**src/rtl/pi_request_queue.sv**
```systemverilog
`timescale 1ns/1ps
// Pi-side front end: synchronises Pi register strobes, decodes writes into a
// posted request FIFO for the bus engine and holds completion data for readback.
module pi_request_queue #(
  parameter int          DEPTH      = 4,
  parameter logic [15:0] FW_VERSION = 16'h1040
) (
  input  logic        sys_clk,
  input  logic        nRESET,
  input  logic        pi_wr,
  input  logic        pi_rd,
  input  logic [2:0]  pi_a,
  input  logic [15:0] pi_data_in,
  output logic [15:0] pi_data_out,
  output logic        pi_data_oe,
  input  logic [7:0]  status_in,
  output logic [14:0] ctrl,
  output logic        busy,
  output logic        req_valid,
  input  logic        req_ready,
  output logic [23:0] req_address,
  output logic [1:0]  req_size,
  output logic        req_read,
  output logic [2:0]  req_fc,
  output logic [31:0] req_data_write,
  input  logic        rsp_valid,
  input  logic        rsp_read,
  input  logic [31:0] rsp_data
);

  localparam int AW = (DEPTH > 1) ? $clog2(DEPTH) : 1;
  localparam int CW = $clog2(DEPTH + 1);
  localparam int OW = $clog2(DEPTH + 2);

  typedef struct packed {
    logic [23:0] addr;
    logic [1:0]  size;
    logic        read;
    logic [2:0]  fc;
    logic [31:0] data;
  } entry_t;

  logic [1:0]    wr_sync_q, rd_sync_q;
  logic [31:0]   data_q;
  logic [23:0]   addr_q;
  logic [1:0]    size_q;
  logic          read_q;
  logic [2:0]    fc_q;
  logic [14:0]   ctrl_q;
  logic [31:0]   rdata_q;
  logic          overflow_q, full_q, busy_q;
  logic [CW-1:0] count_q, count_d;
  logic [AW-1:0] wr_ptr_q, rd_ptr_q;
  logic [OW-1:0] outst_q, outst_d;
  entry_t        fifo_q [DEPTH];
  entry_t        new_entry, head;

  logic wr_ev, rd_end_ev, push_req, push, drop, pop, empty;

  // Older sample in bit 1: 2'b10 is a falling strobe, 2'b01 a rising one.
  assign wr_ev     = (wr_sync_q == 2'b10);
  assign rd_end_ev = (rd_sync_q == 2'b01) && (pi_a == 3'd4);
  assign push_req  = wr_ev && (pi_a == 3'd3);
  assign push      = push_req && !full_q;
  assign drop      = push_req && full_q;
  assign empty     = (count_q == '0);
  assign pop       = !empty && req_ready;

  assign new_entry = '{addr: {pi_data_in[7:0], addr_q[15:0]}, size: pi_data_in[9:8],
                       read: pi_data_in[10], fc: pi_data_in[13:11], data: data_q};

  always_comb begin
    count_d = count_q;
    if (push && !pop)      count_d = count_q + CW'(1);
    else if (!push && pop) count_d = count_q - CW'(1);
  end

  // A response with nothing outstanding is ignored rather than wrapping.
  always_comb begin
    outst_d = outst_q;
    if (push && !rsp_valid)                          outst_d = outst_q + OW'(1);
    else if (!push && rsp_valid && outst_q != '0)    outst_d = outst_q - OW'(1);
  end

  always_ff @(posedge sys_clk or negedge nRESET) begin
    if (!nRESET) begin
      wr_sync_q  <= 2'b11;
      rd_sync_q  <= 2'b11;
      data_q     <= '0;
      addr_q     <= '0;
      size_q     <= '0;
      read_q     <= 1'b0;
      fc_q       <= '0;
      ctrl_q     <= '0;
      rdata_q    <= '0;
      overflow_q <= 1'b0;
      full_q     <= 1'b0;
      busy_q     <= 1'b0;
      count_q    <= '0;
      wr_ptr_q   <= '0;
      rd_ptr_q   <= '0;
      outst_q    <= '0;
    end else begin
      wr_sync_q <= {wr_sync_q[0], pi_wr};
      rd_sync_q <= {rd_sync_q[0], pi_rd};
      if (wr_ev) begin
        case (pi_a)
          3'd0: data_q[15:0]  <= pi_data_in;
          3'd1: data_q[31:16] <= pi_data_in;
          3'd2: addr_q[15:0]  <= pi_data_in;
          3'd3: begin
            addr_q[23:16] <= pi_data_in[7:0];
            size_q        <= pi_data_in[9:8];
            read_q        <= pi_data_in[10];
            fc_q          <= pi_data_in[13:11];
          end
          3'd4: ctrl_q <= pi_data_in[15] ? (ctrl_q | pi_data_in[14:0])
                                         : (ctrl_q & ~pi_data_in[14:0]);
          default: ;
        endcase
      end
      if (drop)           overflow_q <= 1'b1;
      else if (rd_end_ev) overflow_q <= 1'b0;
      if (push) wr_ptr_q <= wr_ptr_q + AW'(1);
      if (pop)  rd_ptr_q <= rd_ptr_q + AW'(1);
      count_q <= count_d;
      full_q  <= (count_d == CW'(DEPTH));
      outst_q <= outst_d;
      busy_q  <= (outst_d != '0);
      if (rsp_valid && rsp_read) rdata_q <= rsp_data;
    end
  end

  always_ff @(posedge sys_clk) begin
    if (push) fifo_q[wr_ptr_q] <= new_entry;
  end

  assign head           = fifo_q[rd_ptr_q];
  assign req_valid      = !empty;
  assign req_address    = head.addr;
  assign req_size       = head.size;
  assign req_read       = head.read;
  assign req_fc         = head.fc;
  assign req_data_write = head.data;
  assign ctrl           = ctrl_q;
  assign busy           = busy_q;
  assign pi_data_oe     = ~pi_rd & pi_wr;

  always_comb begin
    pi_data_out = 16'h0000;
    case (pi_a)
      3'd0: pi_data_out = rdata_q[15:0];
      3'd1: pi_data_out = rdata_q[31:16];
      3'd2: pi_data_out = addr_q[15:0];
      3'd3: pi_data_out = {2'b00, fc_q, read_q, size_q, addr_q[23:16]};
      3'd4: pi_data_out = {5'b00000, overflow_q, full_q, busy_q, status_in};
      3'd7: pi_data_out = FW_VERSION;
      default: pi_data_out = 16'h0000;
    endcase
  end

endmodule

```
**config.mk**
```make
export PLATFORM = sky130hd
export DESIGN_NAME = pi_request_queue
export DESIGN_NICKNAME = d
export VERILOG_FILES = /design/src/rtl/pi_request_queue.sv
export SDC_FILE = /design/constraint.sdc
export NUM_CORES = 1
export LEC_CHECK = 0
export CAP_MARGIN = 5
export CORE_MARGIN = 10
export CORE_UTILIZATION = 50
export DETAILED_ROUTE_END_ITERATION = 10
export GPL_TIMING_DRIVEN = 0
export HOLD_SLACK_MARGIN = 0.1
export PLACE_DENSITY_LB_ADDON = 0.2
export SYNTH_ARGS = -nofsm -noshare
export SYNTH_HDL_FRONTEND = slang
export SYNTH_SLANG_ARGS = --single-unit
```
**constraint.sdc**
```tcl
create_clock -name sys_clk -period 4.1 [get_ports sys_clk]
set_input_delay 0.82 -clock sys_clk [delete_from_list [all_inputs] [get_ports sys_clk]]
set_output_delay 0.82 -clock sys_clk [all_outputs]
set_load 0.05 [all_outputs]
```
# After elaboration in Yosys (flattened, before gate mapping)
# Memories as Yosys holds them, arrays and structs flattened.
# Cells that the tools add are included.
# op_classes
add_sub_neg	6
n_eq_ne	8
n_mux	10
bitwise_logic	5
n_reduce_logical	26
# ops
op	count
16-bit case mux with 6 select lines	1
15-bit bitwise AND	1
15-bit 2-to-1 mux	1
15-bit NOT	1
15-bit OR	1
3-bit 2-to-1 mux	4
1-bit logical AND	11
2-bit AND reduction	5
3-bit equality test (second input constant)	3
3-bit by 1-bit adder with 3-bit output (second input constant)	2
3-bit by 2-bit equality test with 1-bit output (second input constant)	2
3-bit logical NOT	2
3-bit nonzero test	2
3-bit by 1-bit subtractor with 3-bit output (second input constant)	2
1-bit logical NOT	5
2-bit by 1-bit adder with 2-bit output (second input constant)	2
1-bit 2-to-1 mux	4
3-bit by 1-bit equality test with 1-bit output (second input constant)	1
2-bit by 1-bit equality test with 1-bit output (second input constant)	1
2-bit equality test (second input constant)	1
2-bit nonzero test	1
1-bit bitwise AND	1
1-bit NOT	1
# totals
reg_bits	126
ram_bits	248
in_bits	66
output_inout_bits	96
wordCells	74
memories	1
# memory_table
name	words	width	rd	rd_ports_with_merged_regs	write_ports	line	text
fifo_q	4	62	1	0	1	55	entry_t fifo_q [DEPTH];

# Logic depth before layout (Yosys ltp)
# Gate-level depths: netlist (run 1).
# logic_depth
word_depth	9
ltp_mapped	8
ltp_nobuf	7

# Least setup slack after synthesis (run 1)
# OpenSTA, ideal clock, no wires.
# synth_timing
path_type	input to output
start	input pi_a[0]
end	output pi_data_out[12]
arrival_ps	2743
required_time_ps	3280
setup_slack_ps	537
path_stages	5
n_path_buf	3
cell_sequence	buf_6 > buf_2 > clkbuf_1 > mux2i_1 > o31ai_1
# synth_between
elab_chain_cells	2
elab_cells_between_ends	7
cone_classes	eq/ne (5); mux (1); reduce/logical (1)
# synth_rtl
element	line	text
start, declared	12	input logic [2:0] pi_a,
3-bit equality test, or another cell as far along	151	case (pi_a)
16-bit case mux with 6 select lines (*)	151	
end, declared	14	output logic [15:0] pi_data_out,
# Every way passes the cells marked *; elsewhere a longest branch is shown, timed or not.

# Worst setup path after layout (run 1)
# layout_timing
start	register rd_ptr_q[1]
end	output req_data_write[26]
# layout_between
elab_chain_cells	1
# layout_rtl
element	line	text
start, declared	53	logic [AW-1:0] wr_ptr_q, rd_ptr_q;
start signal, assigned	125	if (pop) rd_ptr_q <= rd_ptr_q + AW'(1);
memory read 4 x 62 bit	--	
end, declared	25	output logic [31:0] req_data_write,
# No other way between the ends.

==> results.ini, run 1 <==
[floorplan]
boundaryPins=162
die_area_um2=36500
start_util_pct=50.8
core-area_um2=28800
die_x_um=191
row_count=62
dieHeight_um=191

[power_and_ir_drop]
clock_power_share_pct=28.8
p_per_area_nw_per_um2=676
seqPwrFrac_pct=38.9
switching_share_pct=33.3
power_leakage_nw=6.52
p_total_mw=12.2
power.switching_mw=4.08
p_comb_share_pct=32.4
internal-power_mw=8.16
vdd_drop_max_mv=0.411

[clock_network]
clk_pin_slew_ps=60
cts_max_level=2
clock_latency_ps=530
postCtsSetupRepairBufs=0
tritoncts=built
root_buffer=clkbuf_16
clk_path_buf_depth=3
cts_buffers=39
cts_sinks=374
cts_hold_buf=0
ctsResizeCount=0

[synth]
synth_top_cell_by_area=edfxtp_1
syn_nets=824
synth.distinct_cells=49
async_flop_share_pct=33.7
syn_inst=748
ys_top_cells_by_area=edfxtp_1, dfrtp_1, mux4_2, mux2_2, mux2i_1
synth_seq_area_share_pct=72.6
ys_warn_count=0
synth_seq_cells=374
yosysMostFrequentCell=edfxtp_1
synthesis.area_um2=14600
synth_top_area_share_pct=51.0
ys_top_cells_by_count=edfxtp_1, dfrtp_1, mux2_2
synth_ff_type=edfxtp_1
synth_edf_count=248
syn_area_per_cell_um2=19.5

[detailed_routing]
final_antenna_net_count=0
drc_errors=0
drtIter0Drc=503
avgViaCountPerCell=5.58
wirelength_um=32700
firstDrtPassIters=4
vias=7615
drt-wirelength-per-cell_um=24.0

[sta]
fin_skew_ps=20.9
maxSlewViolCount=0
tightest_slew_ps=867
final.min_clock_period_ps=3980
fmax_mhz=251
fin_ws_ps=122
setup_viol_count_final=0
hold_violations=0
slew_headroom_pct=42.0
whs_ps=202
fin_crit_sh_pct=97.0
rsz0062_at_grt=false

[grt]
met1_usage_pct=24.4
grt_pass1_vias=7846
grt_usage_pct=17.9
gr-total-overflow=0
grt_pass1_wl_um=49200
use_met3_pct=5.30
busiest_layer=met2
grt_antenna_before_repair=2
use_met2_pct=27.6
grt_start_max_net_pins=93

[setup_path]
setup.worst_path.end_class=primary output
ff2ff_setup_slack_ps=1790
cp_top_family=buffers and inverters
slowest_delay_ps=820
cp-startpoint=rd_ptr_q[1]
reg2reg_from=wr_sync_q[1]
crit_chain=clkbuf_1, clkbuf_1, mux4_2, clkdlybuf4s50_1
startpoint_type=flop
path_common_cell=clkbuf_1
worstPathRequired_ps=3280
slowest_stage=clkdlybuf4s50_1
critical_path_class=reg -> out
cp.arrival_ps=3160
cp_max_fo=10
path_buf_inv=3

[placed_design]
dp_cells=1294
io_buffers=157
post-place-ws_ps=59.5
place.gp.congestion=0.806
dp_hpwl_um=21400

[status]
status=complete, no violations

[cells_and_area]
diodes=0
area_delta_synth_final_pct=23.9
drive_above_1_share_pct=27.8
nets=1025
fin_util_pct=62.9
layoutNonFillerInstCount=1364

[worst_hold_path]
hold_path.class=in -> async

[run]
cap_violations=0

[final cells by class]
| cell class | count | area [um2] |
|---|---|---|
| fill | 2076 | 10700 |
| sequential | 374 | 10600 |
| multi-input combinational | 329 | 3810 |
| timing repair buffer | 162 | 1710 |
| clock buffer | 54 | 1090 |
| tap | 384 | 480 |
| clock inverter | 18 | 201 |
| buffer | 35 | 171 |
| inverter | 8 | 30.0 |
[layer usage]
| metal | routed length [um] | vias up |
|---|---|---|
| li1 | - | 3367 |
| met3 | 2640 | 44 |
| met4 | 552 | 4 |
| met2 | 15500 | 250 |
| met5 | 22 | - |
| met1 | 14000 | 3950 |
[path summary, 6_finish.rpt]
check / end / cells after the start
setup / recovery: req_data_write[26] / 4
hold / removal: rdata_q[19] / 1
setup reg to reg: data_q[30] / 4
hold reg to reg: rd_sync_q[1] / 0
max in group asynchronous: data_q[3] / 2
min in group sys_clk: rd_sync_q[1] / 0
[cells by family (layout without fill, tap and decap cells)]
kind of cell / Yosys count / count (layout) / share of synthesized area, %
AOI/OAI and AO/OA: 50 / 50 / 2.33
DFF: 374 / 374 / 72.6
xor gates and xnor gates: 7 / 7 / 0.420
muxes: 195 / 195 / 19.9
adders and majority gates: 10 / 10 / 0.857
buffers and inverters: 45 / 277 / 1.43
and+or+nand+nor: 67 / 67 / 2.45
[per-stage QoR]
step	setup TNS (ps)	instance area (um2)
floorplan	0	14600
detailed placement	0	16800
global route	0	18100
CTS	0	18100
global placement	-500400	16700
finish	0	18100
[layout by cell type, fill, tap and decap left out, drive strengths merged, types with 2 or more instances in the layout]
master | synthesis | layout
dfrtp | 122 | 122
o21ai | 3 | 3
nand3 | 2 | 2
nor2 | 16 | 16
bufinv | 0 | 4
o22ai | 10 | 10
a21oi | 14 | 14
nor2b | 8 | 8
clkdlybuf4s50 | 0 | 156
ha | 10 | 10
xnor2 | 6 | 6
mux2 | 115 | 115
nand2b | 3 | 3
edfxtp | 248 | 248
and3 | 4 | 4
dfstp | 4 | 4
nand2 | 25 | 25
a22oi | 10 | 10
buf | 24 | 29
clkinv | 0 | 12
inv | 8 | 10
mux4 | 64 | 64
clkbuf | 13 | 66
mux2i | 16 | 16
a211oi | 3 | 3
[sequential cells by signal, indices dropped and copies added (netlist names), named ones only]
register / flops
fifo_q: 248
data_q: 32
rdata_q: 32
addr_q: 24
count_q: 3
fc_q: 3
outst_q: 3
rd_ptr_q: 2
rd_sync_q: 2
size_q: 2
wr_ptr_q: 2
wr_sync_q: 2
busy: 1
full_q: 1
overflow_q: 1
read_q: 1
[power groups by stage]
stage	registers, mW	logic (mW)	clock network [mW]
after global routing	4.81	4.19	3.73
after global placement	4.79	4.03	0
after CTS	4.76	4.05	3.58
after floorplan	4.83	2.69	0
after detailed placement	4.81	4.06	0
final	4.76	3.96	3.52
Power figures use the tool's default switching activity.
==> inputs of run 2 (changes only) <==
Settings changed: DONT_BUFFER_PORTS set to 1, GPL_TIMING_DRIVEN 0 to unset.
==> results.ini, run 2 (synthesized netlist as in run 1, its figures left out) <==
[status]
status=complete, no violations

[cells_and_area]
layoutNonFillerInstCount=1184  ; -13%
area_delta_synth_final_pct=11.9
top_register=fifo_q
nets=845  ; -18%
diodes=0  ; unchanged
reg_top3=fifo_q x248, data_q x32, rdata_q x32
fin_util_pct=56.8  ; -6.1 points
drive_above_1_share_pct=33.6  ; +5.9 points
final_cell_mix=edfxtp_1, dfrtp_1, mux2_2
largest_reg_flops=248  ; unchanged
fin_area_um2=16300  ; -9.7%
final_common_cell=edfxtp_1

[worst_hold_path]
hold_path.class=in -> async

[setup_path]
cp.arrival_ps=2430  ; -730 ps
critical_path_class=reg -> out
startpoint_type=flop
slowest_stage=mux4_2
reg2reg_from=wr_sync_q[1]
cp_max_fo=45  ; +35
slowest_delay_ps=740  ; -80 ps
setup.worst_path.end_class=primary output
crit_chain=buf_12, mux4_2
cp-startpoint=rd_ptr_q[0]
worstPathRequired_ps=3280  ; about the same

[run]
cap_violations=0  ; unchanged

[grt]
met1_usage_pct=23.1  ; -1.3 points
busiest_layer=met2
grt_pass1_wl_um=48200  ; -2.0%
grt_antenna_before_repair=2  ; unchanged
grt_pass1_vias=7424  ; -5.4%
gr-total-overflow=0  ; unchanged
use_met2_pct=28.1  ; +0.49 points
use_met3_pct=5.10  ; -0.20 points
grt_usage_pct=17.7  ; -0.21 points
grt_start_max_net_pins=123  ; +32%

[power_and_ir_drop]
clock_power_share_pct=29.9  ; +1.1 points
seqPwrFrac_pct=44.8  ; +5.9 points
p_comb_share_pct=25.3  ; -7.1 points
switching_share_pct=34.6  ; +1.2 points
vdd_drop_max_mv=0.440  ; +7.2%
power.switching_mw=3.92  ; -4.0%
p_total_mw=11.3  ; -7.4%
p_per_area_nw_per_um2=693  ; +2.5%
power_leakage_nw=5.83  ; -11%
internal-power_mw=7.42  ; -9.1%

[detailed_routing]
drt-wirelength-per-cell_um=27.0  ; +13%
drc_errors=0  ; unchanged
firstDrtPassIters=5  ; +1
wirelength_um=32000  ; -2.2%
drtIter0Drc=489  ; -2.8%
avgViaCountPerCell=5.88  ; +5.4%
vias=6967  ; -8.5%
final_antenna_net_count=0  ; unchanged

[clock_network]
postCtsSetupRepairBufs=0  ; unchanged
cts_max_level=2  ; unchanged
ctsResizeCount=0  ; unchanged
root_buffer=clkbuf_16
clk_pin_slew_ps=60  ; about the same
tritoncts=built
clock_latency_ps=530  ; about the same
cts_buffers=39  ; unchanged
cts_sinks=374  ; unchanged
clk_path_buf_depth=3  ; unchanged

[sta]
fin_ws_ps=853  ; +731 ps
fin_skew_ps=16.2  ; -4.66 ps
fmax_mhz=308  ; +23%
hold_violations=0  ; unchanged
fin_crit_sh_pct=79.2  ; -18 points
setup_viol_count_final=0  ; unchanged
slew_headroom_pct=26.3  ; -16 points
rsz0062_at_grt=false
maxSlewViolCount=0  ; unchanged
whs_ps=140  ; -62.0 ps
tightest_slew_ps=1100  ; +238 ps
final.min_clock_period_ps=3250  ; -731 ps
tns_ps=0  ; unchanged

[placed_design]
dp_cells=1111  ; -14%
dp_hpwl_um=20000  ; -6.6%
dpl_cell_area_um2=15100  ; -10%
place.gp.congestion=0.749  ; -7.0%
post-place-ws_ps=1240  ; +1180 ps
io_buffers=0  ; -100%

[floorplan]
start_util_pct=50.8  ; unchanged
die_x_um=191  ; unchanged
boundaryPins=162  ; unchanged
die_area_um2=36500  ; unchanged
row_count=62  ; unchanged
core-area_um2=28800  ; unchanged
dieHeight_um=191  ; unchanged

## run 2: cell count changes in the layout (fill, tap and decap cells not counted), moves of 3 or more
cell	previous run	this run
buf_1	5	0
buf_16	5	1
buf_2	14	0
buf_4	2	15
buf_6	3	0
clkbuf_1	22	9
clkdlybuf4s50_1	156	0
## run 2: layer usage
metal	vias to the layer above	wire length (um)
li1	2992	-
met1	3692	13200
met2	232	15500
met3	49	2550
met4	2	687
met5	-	9
## run 2: power by group through the flow
stage / combinational (mW) / clock, mW / sequential [mW]
2_1_floorplan: 2.69 / 0 / 4.83
3_3_place_gp: 2.82 / 0 / 5.12
3_5_place_dp: 2.88 / 0 / 5.17
4_1_cts: 2.92 / 3.46 / 5.09
5_1_grt: 3.02 / 3.63 / 5.15
6_report: 2.86 / 3.39 / 5.08
## run 2: what timing repair did
item / CTS / global route
hold buffers: 1 / 0
hold endpoints to repair: 122 / 0
setup endpoints to repair: 0 / 0
## run 2: critical path: cells and delay by family, from the launching register on
| family | cells | cell delay [ps] |
|---|---|---|
| DFF | 1 | 700 |
| muxes | 1 | 740 |
| buffers and inverters | 1 | 370 |
## run 2: final cells by class
class	instances	area, um2
clock buffers	54	1090
clock inverters	18	153
fillers	2131	12400
inverters	8	30.0
multi-input cells	329	3820
flip-flops and latches	374	10600
well taps	384	480
repair buffers	17	160
## run 2: worst paths after layout
check	to	slack (ps)	cells past startpoint
worst max-delay path	req_data_write[24]	850	2
worst min-delay path	rd_sync_q[0]	140	0
worst max register to register	fifo_q[1][6]	1540	3
worst min register to register	rd_sync_q[1]	370	0
max in group asynchronous	rd_ptr_q[0]	3330	1
min in group sys_clk	rd_sync_q[0]	290	0
==> inputs of run 3 (changes only) <==
Clock period 4.1 ns to 3 ns, I/O delays scaled along.
==> results.ini, run 3 (synthesized netlist as in run 1, its figures left out) <==
[status]
status=complete, but fails checks
violations=negative hold slack

[sta]
tns_ps=0  ; unchanged
whs_ps=-207  ; -347 ps
hold_violations=125  ; +125
tightest_slew_ps=943  ; -162 ps
final.min_clock_period_ps=2720
rsz0062_at_grt=false
slew_headroom_pct=37.0  ; +11 points
setup_viol_count_final=0  ; unchanged
maxSlewViolCount=0  ; unchanged
fin_crit_sh_pct=90.8
fmax_mhz=367
fin_skew_ps=13.7  ; -2.54 ps

[setup_path]
setup.worst_path.end_class=primary output
cp_max_fo=38  ; -16%
reg2reg_depth=4  ; +1
reg2reg_from=wr_sync_q[1]
reg2reg_to=fifo_q[2][33]
startpoint_type=flop
crit_chain=buf_12, mux4_2
slowest_delay_ps=710  ; -30 ps
critical_path_class=reg -> out
worstPathRequired_ps=2400  ; -880 ps
ff2ff_setup_slack_ps=690  ; -850 ps
cp-startpoint=rd_ptr_q[1]
slowest_stage=dfrtp_4
cp_top_family=flip-flops
cp.arrival_ps=2120  ; -310 ps
path_buf_inv=1  ; unchanged

[power_and_ir_drop]
p_per_area_nw_per_um2=938  ; +35%
power_leakage_nw=5.94  ; +1.9%
vdd_drop_max_mv=0.496  ; +13%

[placed_design]
dp_hpwl_um=20900  ; +4.4%
place.gp.congestion=0.744  ; -0.71%
dp_cells=1128  ; +1.5%
io_buffers=0  ; unchanged

[cells_and_area]
largest_reg_flops=248  ; unchanged
area_delta_synth_final_pct=13.5
fin_util_pct=57.6  ; +0.82 points
drive_above_1_share_pct=34.8  ; +1.2 points
final_common_cell=edfxtp_1
nets=862  ; +2.0%
layoutNonFillerInstCount=1201  ; +1.4%
reg_top3=fifo_q x248, data_q x32, rdata_q x32
nFillCells=2130  ; -0.047%
final_cell_mix=edfxtp_1, dfrtp_1, mux2_2
top_register=fifo_q

[detailed_routing]
final_antenna_net_count=0  ; unchanged
drtIter0Drc=476  ; -2.7%
wirelength_um=32500  ; +1.7%
drt-wirelength-per-cell_um=27.1  ; +0.24%
firstDrtPassIters=5  ; unchanged
vias=7136  ; +2.4%
drc_errors=0  ; unchanged
avgViaCountPerCell=5.94  ; +0.98%

[clock_network]
ctsResizeCount=0  ; unchanged
cts_sinks=374  ; unchanged
clk_pin_slew_ps=60  ; about the same
root_buffer=clkbuf_16
clk_path_buf_depth=3  ; unchanged
cts_buffers=38  ; -2.6%
cts_max_level=2  ; unchanged
clock_latency_ps=520  ; about the same
tritoncts=built
postCtsSetupRepairBufs=0  ; unchanged
cts_hold_buf=2  ; +1

[floorplan]
die_area_um2=36500  ; unchanged
core-area_um2=28800  ; unchanged
dieHeight_um=191  ; unchanged
die_x_um=191  ; unchanged
row_count=62  ; unchanged
boundaryPins=162  ; unchanged
start_util_pct=50.8  ; unchanged

[grt]
grt_pass1_wl_um=49200  ; +2.0%
grt_antenna_before_repair=5  ; +3
gr-total-overflow=0  ; unchanged
grt_pass1_vias=7446  ; +0.30%
grt_usage_pct=18.0  ; +0.35 points
grt_start_max_net_pins=127  ; +3.3%

[worst_hold_path]
hold_path.class=in -> async

[run]
cap_violations=0  ; unchanged

## run 3: cell count changes in the layout (fill, tap and decap cells not counted)
cell           delta
inv_6             -3
clkbuf_1          +3
bufinv_16         +1
dlygate4sd3_1     +2
diode_2           +2
buf_16            -1
clkinv_4          -1
buf_4             +8
buf_12            +9
clkinv_1          -5
clkinv_2          +2
## run 3: metrics by stage
step           instance area (um2)  hold slack (ps)  power [mW]  setup WS [ps]
3_3_place_gp                 15300              314        11.0            694
5_1_grt                      16600             -235        16.2            173
3_5_place_dp                 15300              311        11.1            642
2_1_floorplan                14600              304        10.3           48.0
6_report                     16600             -207        15.6            277
4_1_cts                      16600             -232        15.7            214
## run 3: routing by layer
metal / track usage, % / wire [um] / up-vias
met1: 23.5 / 12900 / 3780
met2: 28.6 / 15900 / 273
met4: 4.66 / 640 / 2
met5: 0 / 13 / -
li1: - / - / 3031
met3: 5.83 / 3090 / 50
## run 3: area by class of cell
class | count | area [um2] | share of cell area, %
antenna | 2 | 5.00 | 0.0302
clock buffer | 57 | 1100 | 6.65
clock inverter | 12 | 139 | 0.837
inverter | 8 | 30.0 | 0.181
multi-input combinational | 329 | 3820 | 23.0
sequential | 374 | 10600 | 64.0
tap | 384 | 480 | 2.90
timing repair buffer | 35 | 393 | 2.37
## run 3: worst max path at each step
stage	to	slack [ps]	depth (start not counted)
after floorplan	pi_data_out[6]	50	5
after global placement	fifo_q[2][5]	690	4
after detailed placement	fifo_q[2][11]	640	4
after CTS	req_data_write[30]	210	2
after global routing	req_data_write[25]	170	2
final	req_data_write[31]	280	2
## run 3: power by group
| group | internal, mW | leakage [nW] | switching [mW] |
|---|---|---|---|
| Combinational | 1.36 | 1.57 | 2.79 |
| Clock | 2.80 | 0.608 | 1.83 |
| Sequential | 6.11 | 3.76 | 0.655 |
| Total | 10.3 | 5.94 | 5.27 |
